`config.mk`:
```
export PLATFORM = sky130hd
export DESIGN_NAME = mult_share_scheduler_flat
export DESIGN_NICKNAME = d
export VERILOG_FILES = /design/src/rtl/mult_share_scheduler_if.sv /design/src/rtl/mult_share_scheduler.sv /design/src/flat_wrapper.sv
export SDC_FILE = /design/constraint.sdc
export NUM_CORES = 1
export LEC_CHECK = 0
export ABC_AREA = 1
export CELL_PAD_IN_SITES_DETAIL_PLACEMENT = 0
export CELL_PAD_IN_SITES_GLOBAL_PLACEMENT = 1
export CORE_ASPECT_RATIO = 0.75
export CORE_MARGIN = 2
export CORE_UTILIZATION = 31
export DETAILED_ROUTE_END_ITERATION = 7
export PLACE_DENSITY = 0.83
export SLEW_MARGIN = 25
export SYNTH_ARGS = -nofsm -noshare
export SYNTH_HDL_FRONTEND = slang
export SYNTH_SLANG_ARGS = --single-unit
export TNS_END_PERCENT = 20
```
`constraint.sdc`:
```
create_clock -name clk -period 2.6 [get_ports clk]
set_input_delay 0.52 -clock clk [delete_from_list [all_inputs] [get_ports clk]]
set_output_delay 0.52 -clock clk [all_outputs]
set_load 0.05 [all_outputs]
```
`src/rtl/mult_share_scheduler_if.sv`:
```
// Request/response bundle between client logic and mult_share_scheduler.
// master: clients (drive requests, take responses); slave: scheduler.
interface mult_share_scheduler_if #(
  parameter int WORD_LENGTH = 4,
  parameter int NUM_REQ = 4,
  parameter int ID_W = 2
);
  logic [NUM_REQ-1:0] req_valid;
  logic [NUM_REQ*WORD_LENGTH-1:0] req_a;
  logic [NUM_REQ*WORD_LENGTH-1:0] req_b;
  logic [NUM_REQ-1:0] req_ready;
  logic resp_valid;
  logic [ID_W-1:0] resp_id;
  logic [2*WORD_LENGTH-1:0] resp_product;
  logic resp_ready;

  modport master (
    output req_valid, req_a, req_b, resp_ready,
    input  req_ready, resp_valid, resp_id, resp_product
  );

  modport slave (
    input  req_valid, req_a, req_b, resp_ready,
    output req_ready, resp_valid, resp_id, resp_product
  );
endinterface

```
`src/rtl/mult_share_scheduler.sv`:
```
// Round-robin sharing of one accumulating multiplier among NUM_REQ clients.
// Ports: clk, reset (async, high), bus (req/resp), mul_* multiplier drive.
module mult_share_scheduler #(
  parameter int WORD_LENGTH = 4,
  parameter int NUM_REQ = 4,
  parameter int ID_W = 2
) (
  input  logic clk,
  input  logic reset,
  mult_share_scheduler_if.slave bus,
  output logic mul_start,
  output logic [WORD_LENGTH-1:0] mul_word0,
  output logic [WORD_LENGTH-1:0] mul_word1,
  input  logic [2*WORD_LENGTH-1:0] mul_product,
  input  logic mul_ready
);
  localparam int WL = WORD_LENGTH;
  localparam int SW = ID_W + 1;

  typedef enum logic [2:0] {
    IDLE, FLUSH, LOAD, WAIT, RESP
  } state_t;

  state_t state;
  logic [ID_W-1:0] rr_ptr;
  logic [ID_W-1:0] id_q;
  logic [WL-1:0] a_q;
  logic [WL-1:0] b_q;
  logic [2*WL-1:0] res_q;
  logic resp_v;

  logic [NUM_REQ-1:0] rot;
  logic [SW-1:0] sum;
  logic [ID_W-1:0] grant_id;
  logic [ID_W-1:0] nxt_rr;
  logic grant_any;
  logic take;
  logic zero_op;
  logic [WL-1:0] sel_a;
  logic [WL-1:0] sel_b;

  // rot[j] is requester (rr_ptr+j) mod NUM_REQ; lowest j wins.
  always_comb begin
    rot = NUM_REQ'({bus.req_valid, bus.req_valid} >> rr_ptr);
    grant_any = 1'b0;
    sum = '0;
    for (int j = NUM_REQ - 1; j >= 0; j--) begin
      if (rot[j]) begin
        grant_any = 1'b1;
        sum = {1'b0, rr_ptr} + SW'(j);
      end
    end
    if (sum >= SW'(NUM_REQ)) sum = sum - SW'(NUM_REQ);
    grant_id = sum[ID_W-1:0];
  end

  always_comb begin
    sel_a = '0;
    sel_b = '0;
    for (int j = 0; j < NUM_REQ; j++) begin
      if (grant_id == ID_W'(j)) begin
        sel_a = bus.req_a[j*WL +: WL];
        sel_b = bus.req_b[j*WL +: WL];
      end
    end
  end

  assign nxt_rr = (grant_id == ID_W'(NUM_REQ - 1)) ? '0 : grant_id + 1'b1;
  assign take = (state == IDLE) && mul_ready && grant_any && !reset;
  assign zero_op = (a_q == '0) || (b_q == '0);

  assign bus.req_ready = take ? (NUM_REQ'(1) << grant_id) : '0;
  assign bus.resp_valid = resp_v;
  assign bus.resp_id = id_q;
  assign bus.resp_product = res_q;

  // Multiplier drive is registered: the value set on an edge is
  // what the multiplier sees during the following state.
  always_ff @(posedge clk or posedge reset) begin
    if (reset) begin
      state <= IDLE;
      rr_ptr <= '0;
      id_q <= '0;
      a_q <= '0;
      b_q <= '0;
      res_q <= '0;
      resp_v <= 1'b0;
      mul_start <= 1'b0;
      mul_word0 <= '0;
      mul_word1 <= '0;
    end else begin
      mul_start <= 1'b0;
      mul_word0 <= '0;
      mul_word1 <= '0;
      unique case (state)
        IDLE: begin
          if (take) begin
            a_q <= sel_a;
            b_q <= sel_b;
            id_q <= grant_id;
            rr_ptr <= nxt_rr;
            // start with zero operands clears the accumulator
            mul_start <= 1'b1;
            state <= FLUSH;
          end
        end
        FLUSH: begin
          state <= LOAD;
          if (!zero_op) begin
            mul_start <= 1'b1;
            mul_word0 <= a_q;
            mul_word1 <= b_q;
          end
        end
        LOAD: begin
          if (zero_op) begin
            res_q <= '0;
            resp_v <= 1'b1;
            state <= RESP;
          end else begin
            state <= WAIT;
          end
        end
        WAIT: begin
          if (mul_ready) begin
            res_q <= mul_product;
            resp_v <= 1'b1;
            state <= RESP;
          end
        end
        RESP: begin
          if (bus.resp_ready) begin
            resp_v <= 1'b0;
            state <= IDLE;
          end
        end
        default: state <= IDLE;
      endcase
    end
  end
endmodule

```
`src/flat_wrapper.sv`:
```
// flat-port wrapper written by rule: the top's interface ports become plain ports
module mult_share_scheduler_flat 
#(
  parameter int WORD_LENGTH = 4,
  parameter int NUM_REQ = 4,
  parameter int ID_W = 2
)
  (clk, reset, mul_start, mul_word0, mul_word1, mul_product, mul_ready, bus_req_valid, bus_req_a, bus_req_b, bus_resp_ready, bus_req_ready, bus_resp_valid, bus_resp_id, bus_resp_product);
  mult_share_scheduler_if #(.WORD_LENGTH(WORD_LENGTH), .NUM_REQ(NUM_REQ), .ID_W(ID_W)) bus_i ();
  input  logic clk;
  input  logic reset;
  output logic mul_start;
  output logic [WORD_LENGTH-1:0] mul_word0;
  output logic [WORD_LENGTH-1:0] mul_word1;
  input  logic [2*WORD_LENGTH-1:0] mul_product;
  input  logic mul_ready;
  input wire logic [$bits(bus_i.req_valid)-1:0] bus_req_valid;
  input wire logic [$bits(bus_i.req_a)-1:0] bus_req_a;
  input wire logic [$bits(bus_i.req_b)-1:0] bus_req_b;
  input wire logic [$bits(bus_i.resp_ready)-1:0] bus_resp_ready;
  output wire logic [$bits(bus_i.req_ready)-1:0] bus_req_ready;
  output wire logic [$bits(bus_i.resp_valid)-1:0] bus_resp_valid;
  output wire logic [$bits(bus_i.resp_id)-1:0] bus_resp_id;
  output wire logic [$bits(bus_i.resp_product)-1:0] bus_resp_product;
  assign bus_i.req_valid = bus_req_valid;
  assign bus_i.req_a = bus_req_a;
  assign bus_i.req_b = bus_req_b;
  assign bus_i.resp_ready = bus_resp_ready;
  assign bus_req_ready = bus_i.req_ready;
  assign bus_resp_valid = bus_i.resp_valid;
  assign bus_resp_id = bus_i.resp_id;
  assign bus_resp_product = bus_i.resp_product;
  mult_share_scheduler #(.WORD_LENGTH(WORD_LENGTH), .NUM_REQ(NUM_REQ), .ID_W(ID_W)) u_core (.clk(clk), .reset(reset), .bus(bus_i), .mul_start(mul_start), .mul_word0(mul_word0), .mul_word1(mul_word1), .mul_product(mul_product), .mul_ready(mul_ready));
endmodule
```
# Yosys cells after proc, flatten, opt, wreduce, memory -nomap -nowiden
# Cells that the tools add are included.
[op_classes]
n_addsub = 5
magnitude_cmp = 1
mux = 38
n_reduce_logical = 15
eq_ne = 11
shift = 2
[ops]
columns = ["operator", "n"]
rows = [
  ["4-bit two-way mux", 13],
  ["3-bit two-way mux", 8],
  ["8-bit two-way mux", 2],
  ["8-bit case mux with 2 select lines", 1],
  ["3-bit case mux with 5 select lines", 1],
  ["1-bit two-way mux", 9],
  ["4-bit zero test", 2],
  ["8-bit by 2-bit right shift with 4-bit output", 1],
  ["2-bit by 2-bit adder with 3-bit output, second input constant", 2],
  ["3-bit by 2-bit == test with 1-bit output, second input constant", 2],
  ["3-bit AND reduction", 2],
  ["2-bit == test, second input constant", 2],
  ["2-bit two-way mux", 2],
  ["2-bit by 1-bit != test with 1-bit output, second input constant", 2],
  ["2-bit != test, second input constant", 2],
  ["4-bit AND reduction", 1],
  ["1-bit by 2-bit << shifter with 4-bit output, first input constant", 1],
  ["2-bit by 1-bit adder with 3-bit output, second input constant", 1],
  ["3-bit by 1-bit == test with 1-bit output, second input constant", 1],
  ["3-bit == test, second input constant", 1],
  ["3-bit >= comparator, second input constant", 1],
  ["1-bit logical AND", 3],
  ["3-bit zero test", 1],
  ["1-bit case mux with 3 select lines", 1],
  ["other kinds (10)", 10],
]
[totals]
wordCells = 82
output_inout_bits = 24
reg_bits = 33
in_bits = 48

# Depth between registers and ports, before layout
[depth]
ltp_word = 12
depth_mapped = 17
depth_no_buf = 16

# Least setup slack after synthesis
# OpenSTA, ideal clock, no wires.
[synth_path]
path_kind = "input -> output"
start = "input bus_req_valid[2]"
end = "output bus_req_ready[2]"
slack_ns = -0.343
required_time_ns = 2.080
arrival_time_ns = 2.423
n_path_buf = 2
stages = 12
path_cell_list = "inv_1 > nand2_4 > nand3_1 > nand2_1 > o21ai_0 > nand2_1 > nand2_1 > ha_1 > clkbuf_1 > clkbuf_1 > inv_1 > nor2_1"
[synth_between]
elab_chain_cells = 9
elab_cells_between_ends = 16
cone_classes = "add/sub (1); order compare (1); shift (2); mux (10); reduce/logical (2)"
[synth_lines]
columns = ["item", "line_no", "source"]
rows = [
  ["from (decl)", "flat_wrapper.sv:17", "input wire logic [$bits(bus_i.req_valid)-1:0] bus_req_valid;"],
  ["8-bit by 2-bit right shift with 4-bit output *", "mult_share_scheduler.sv:44", "rot = NUM_REQ'({bus.req_valid, bus.req_valid} >> rr_ptr);"],
  ["3-bit two-way mux (4 in a row)", "mult_share_scheduler.sv:48", "if (rot[j]) begin"],
  ["3-bit >= comparator or 2-bit by 1-bit subtractor with 2-bit output (tied branches)", "mult_share_scheduler.sv:53", "if (sum >= SW'(NUM_REQ)) sum = sum - SW'(NUM_REQ);"],
  ["2-bit two-way mux", "mult_share_scheduler.sv:53", ""],
  ["1-bit by 2-bit << shifter with 4-bit output", "mult_share_scheduler.sv:72", "assign bus.req_ready = take ? (NUM_REQ'(1) << grant_id) : '0;"],
  ["4-bit two-way mux *", "mult_share_scheduler.sv:72", ""],
  ["to (decl)", "flat_wrapper.sv:21", "output wire logic [$bits(bus_i.req_ready)-1:0] bus_req_ready;"],
]
# Every way passes the cells marked *; elsewhere a longest branch is shown, timed or not.

# Worst setup path after layout
[layout_path]
start = "input bus_req_valid[1]"
end = "output bus_req_ready[0]"
# The elaborated chain is that of the path after synthesis.

==> summary.md <==
| Metric | Value |
|---|---|
| Status | completed |
| Clock Latency Late Sink | 0.28 ns |
| Final Max Tran Viols | 0 |
| HPWL Detailed | about 3700 um |
| Clock-pin transition on the worst setup and hold timing paths | 0.06 ns |
| Clock Tree Buf Depth | 2 |
| Port Buffers | 71 |
| Number of global-route vias before repair | between 1500 and 2000 |
| # setup viols final | 0 |
| FF+latch count, synth | 33 |
| Post-Syn Nets | between 200 and 300 |
| Compound-gate portion of the synthesized area | 0.09472 |
| CTS buffer count | 5 |
| Row cnt | 24 |
| Starting Density | 0.3266 |
| Setup TNS | 0 ns |
| Crit share post-route | 0.9670 |
| Critical path endpoint category | output pin |
| Die Y | ~73 um |
| Die Wd | about 95 um |
| Sequential share of the synthesized area | 0.4253 |
| Largest family of logic cells by synthesized area | simple AND/OR/NAND/NOR gates |
| Critical Path RT | roughly 2.1 ns |
| Crit path time final | 2.514 ns |
| Clock Tree Root | clkbuf_8 |
| Fin util | 0.5263 |
| 1st-iter DRT viols | 47 |
| TritonRoute pass-1 iters | 4 |
| Post-synthesis cell type count | 29 |
| DRT Wirelength | approximately 4900 um |
| CTS tree | done |
| Initial antenna violation count | 0 |
| Setup Skew | 0.008697 ns |
| Reg-to-Reg Start | u_core.rr_ptr[0] |
| Critical path class | input port to output pin |
| Hold Path Class | register to register |
| Hold Path End | u_core.bus.resp_product[4] |
| Die area | 0.006920 mm2 |
| Post-DRT Antenna Nets | 0 |
| ANT cells | 0 |
| Drc violations | 0 |
| Slew headroom | 0.6623 |
| Worst-Margin Slew | approximately 0.50 ns |
| Design area | 0.003129 mm2 |
| Reg2reg path depth | 19 |
| Cells after synthesis | ~250 |
| Post-Synth Adder-Cell Area | 0.02577 |
| Synthesized area | between 0.0015 and 0.002 mm2 |
| GPL Wtd Cong | ~0.84 |
| Tot Pwr | roughly 3.4 mW |
| Startpoint type of the worst setup path | input port |
| Synth Area per Inst | just under 8 um2 |
| PwrDens | 1097 mW/mm2 |
| Ports | 72 |
| XOR/XNOR share of the synthesized area | 0 |
| Routed length per placed instance | roughly 12 um |
| Clock Sinks | 33 |
| Multiplexer share of the synthesized area | 0 |
| Maximum achievable frequency | ~400 MHz |
| Post-placement cell area | approximately 0.0028 mm2 |
| Peak supply drop | approximately 0.55 mV |
| Vias/cell | 4.467 |
| RSZ-0062 raised after global routing | yes |
| Synth warn | 0 |
| All-Layer GR Usage | 0.1457 |
| Reg-to-Reg End | u_core.bus.resp_id[0] |
| Hold_sp | u_core.bus.resp_product[4] |
| Hold Vio Cnt, Final | 0 |
| Final #Nets | approximately 400 |
| Simple-Gate Fraction of Synth Area | 0.3473 |
| Core area | ~0.006 mm2 |
| Worst reg2reg setup slack | roughly 0.11 ns |
| Hold Path Depth | 2 |
| Layout cells sized above 1 | 0.2791 |
| Global-route wire length before repair | between 7000 and 8000 um |
| P_leak | about 1.5 nW |
| Remaining Overflow, GRT | 0 |
| WP data arrival | 1.99 ns |
| H-tree levels | 2 |
| Layout Area Growth over Synthesis | 61.15% |
| Largest net degree at the start of global routing | 27 |
| Max_cap viols | 0 |
| Via count | approximately 1900 |
| Worst-path fanout max | 3 |
[worst max-delay path, stage by stage]
cell,delay (ns)
dlygate4sd2_1,0.27
inv_2,0.08
nand2_2,0.06
nand3_1,0.10
nand2_2,0.07
o21ai_2,0.15
nand2_2,0.07
nand2_2,0.08
buf_6,0.11
ha_2,0.17
inv_2,0.05
nor2_4,0.11
buf_12,0.14
[stage by stage]
stage          std cells  setup slack, ns  hold WS, ns
6_report             422          0.08581       0.4806
5_1_grt              422         -0.02033       0.5048
4_1_cts              420          0.06297       0.4891
3_5_place_dp         401          -0.2653       0.4735
3_3_place_gp         401          -0.2475       0.4670
2_1_floorplan        245         -0.01478       0.4652
[synth_stat cells (all sizes together)]
library cell,instances,area share
clkinv,1,0.0019
nor3,3,0.010
inv,32,0.066
or2,1,0.0032
clkbuf,2,0.0039
nand3b,2,0.0077
o21ai,20,0.057
nand3,36,0.11
buf,7,0.035
nor2,15,0.030
o211ai,1,0.0039
dfrtp,33,0.43
nand4,3,0.017
a21oi,1,0.0026
ha,4,0.026
nand2,76,0.17
a22oi,8,0.031
[cell usage in the layout (no fill, tap or decap), types with 4 or more instances in the layout]
cell type | netlist | routed
clkbuf_8 | 0 | 5
a22oi_1 | 8 | 8
o21ai_0 | 14 | 13
nand3_1 | 31 | 27
nand2_2 | 11 | 16
o21ai_1 | 5 | 5
buf_4 | 0 | 27
dfrtp_1 | 33 | 32
inv_2 | 2 | 9
nand3_2 | 5 | 9
clkdlybuf4s50_1 | 0 | 63
nand2_1 | 62 | 56
nor2_1 | 14 | 11
inv_1 | 29 | 22
buf_12 | 1 | 4
[logic make-up (layout without fill, tap and decap cells)]
kind of cell             Yosys count  after routing
AO/OA/AOI/OAI                     30             30
adder cells (fa/ha/maj)            4              4
buffers and inverters             42            141
flip-flops                        33             33
AND/OR/NAND/NOR                  136            136
[worst max-delay path by stage]
stage / cells past startpoint / slack (ns) / to / from
floorplan: 12 / -0.01 / bus_req_ready[2] / bus_req_valid[2]
global placement: 13 / -0.25 / bus_req_ready[3] / bus_req_valid[3]
detailed placement: 13 / -0.27 / bus_req_ready[3] / bus_req_valid[3]
CTS: 13 / 0.06 / bus_req_ready[0] / u_core.rr_ptr[0]
global route: 13 / -0.02 / bus_req_ready[0] / bus_req_valid[1]
finish: 13 / 0.09 / bus_req_ready[0] / bus_req_valid[1]
[routing by layer]
metal	global-route usage	wire, um	up-vias
li1	-	-	989
met1	0.2053	2349	843
met2	0.2269	2178	51
met3	0.04569	335	2
met4	0.01905	14	0
met5	0	0	-
[sequential cells by signal, summed over array words and instances (netlist names)]
name                     count
u_core.mul_word1             4
u_core.bus.resp_valid        1
u_core.b_q                   4
u_core.mul_word0             4
u_core.mul_start             1
u_core.bus.resp_product      8
u_core.state                 3
u_core.rr_ptr                2
u_core.bus.resp_id           2
u_core.a_q                   4
[power breakdown]
group	internal, mW	switching (mW)	total (mW)
Sequential	0.663	0.115	0.778
Combinational	0.985	1.30	2.29
Clock	0.184	0.183	0.367
Total	1.83	1.60	3.43
[final cells by class]
cell class                      count  area (um2)
Fill cell                         562        2816
Clock inverter                      3       17.52
Clock buffer                        5       68.82
Timing Repair Buffer              100       967.2
Sequential cell                    33       827.0
Inverter                           33       137.6
Tap cell                           78       97.59
Multi-Input combinational cell    170        1013
[what timing repair did]
| item | CTS | global route |
|---|---|---|
| endpoints found under the setup margin | 4 | 6 |
| buffers inserted | 11 | 2 |
| hold buffers | 0 | 0 |
| gates resized for setup | 25 | 16 |
| pin swaps | 8 | 7 |
(Power assumes the default switching activity.)
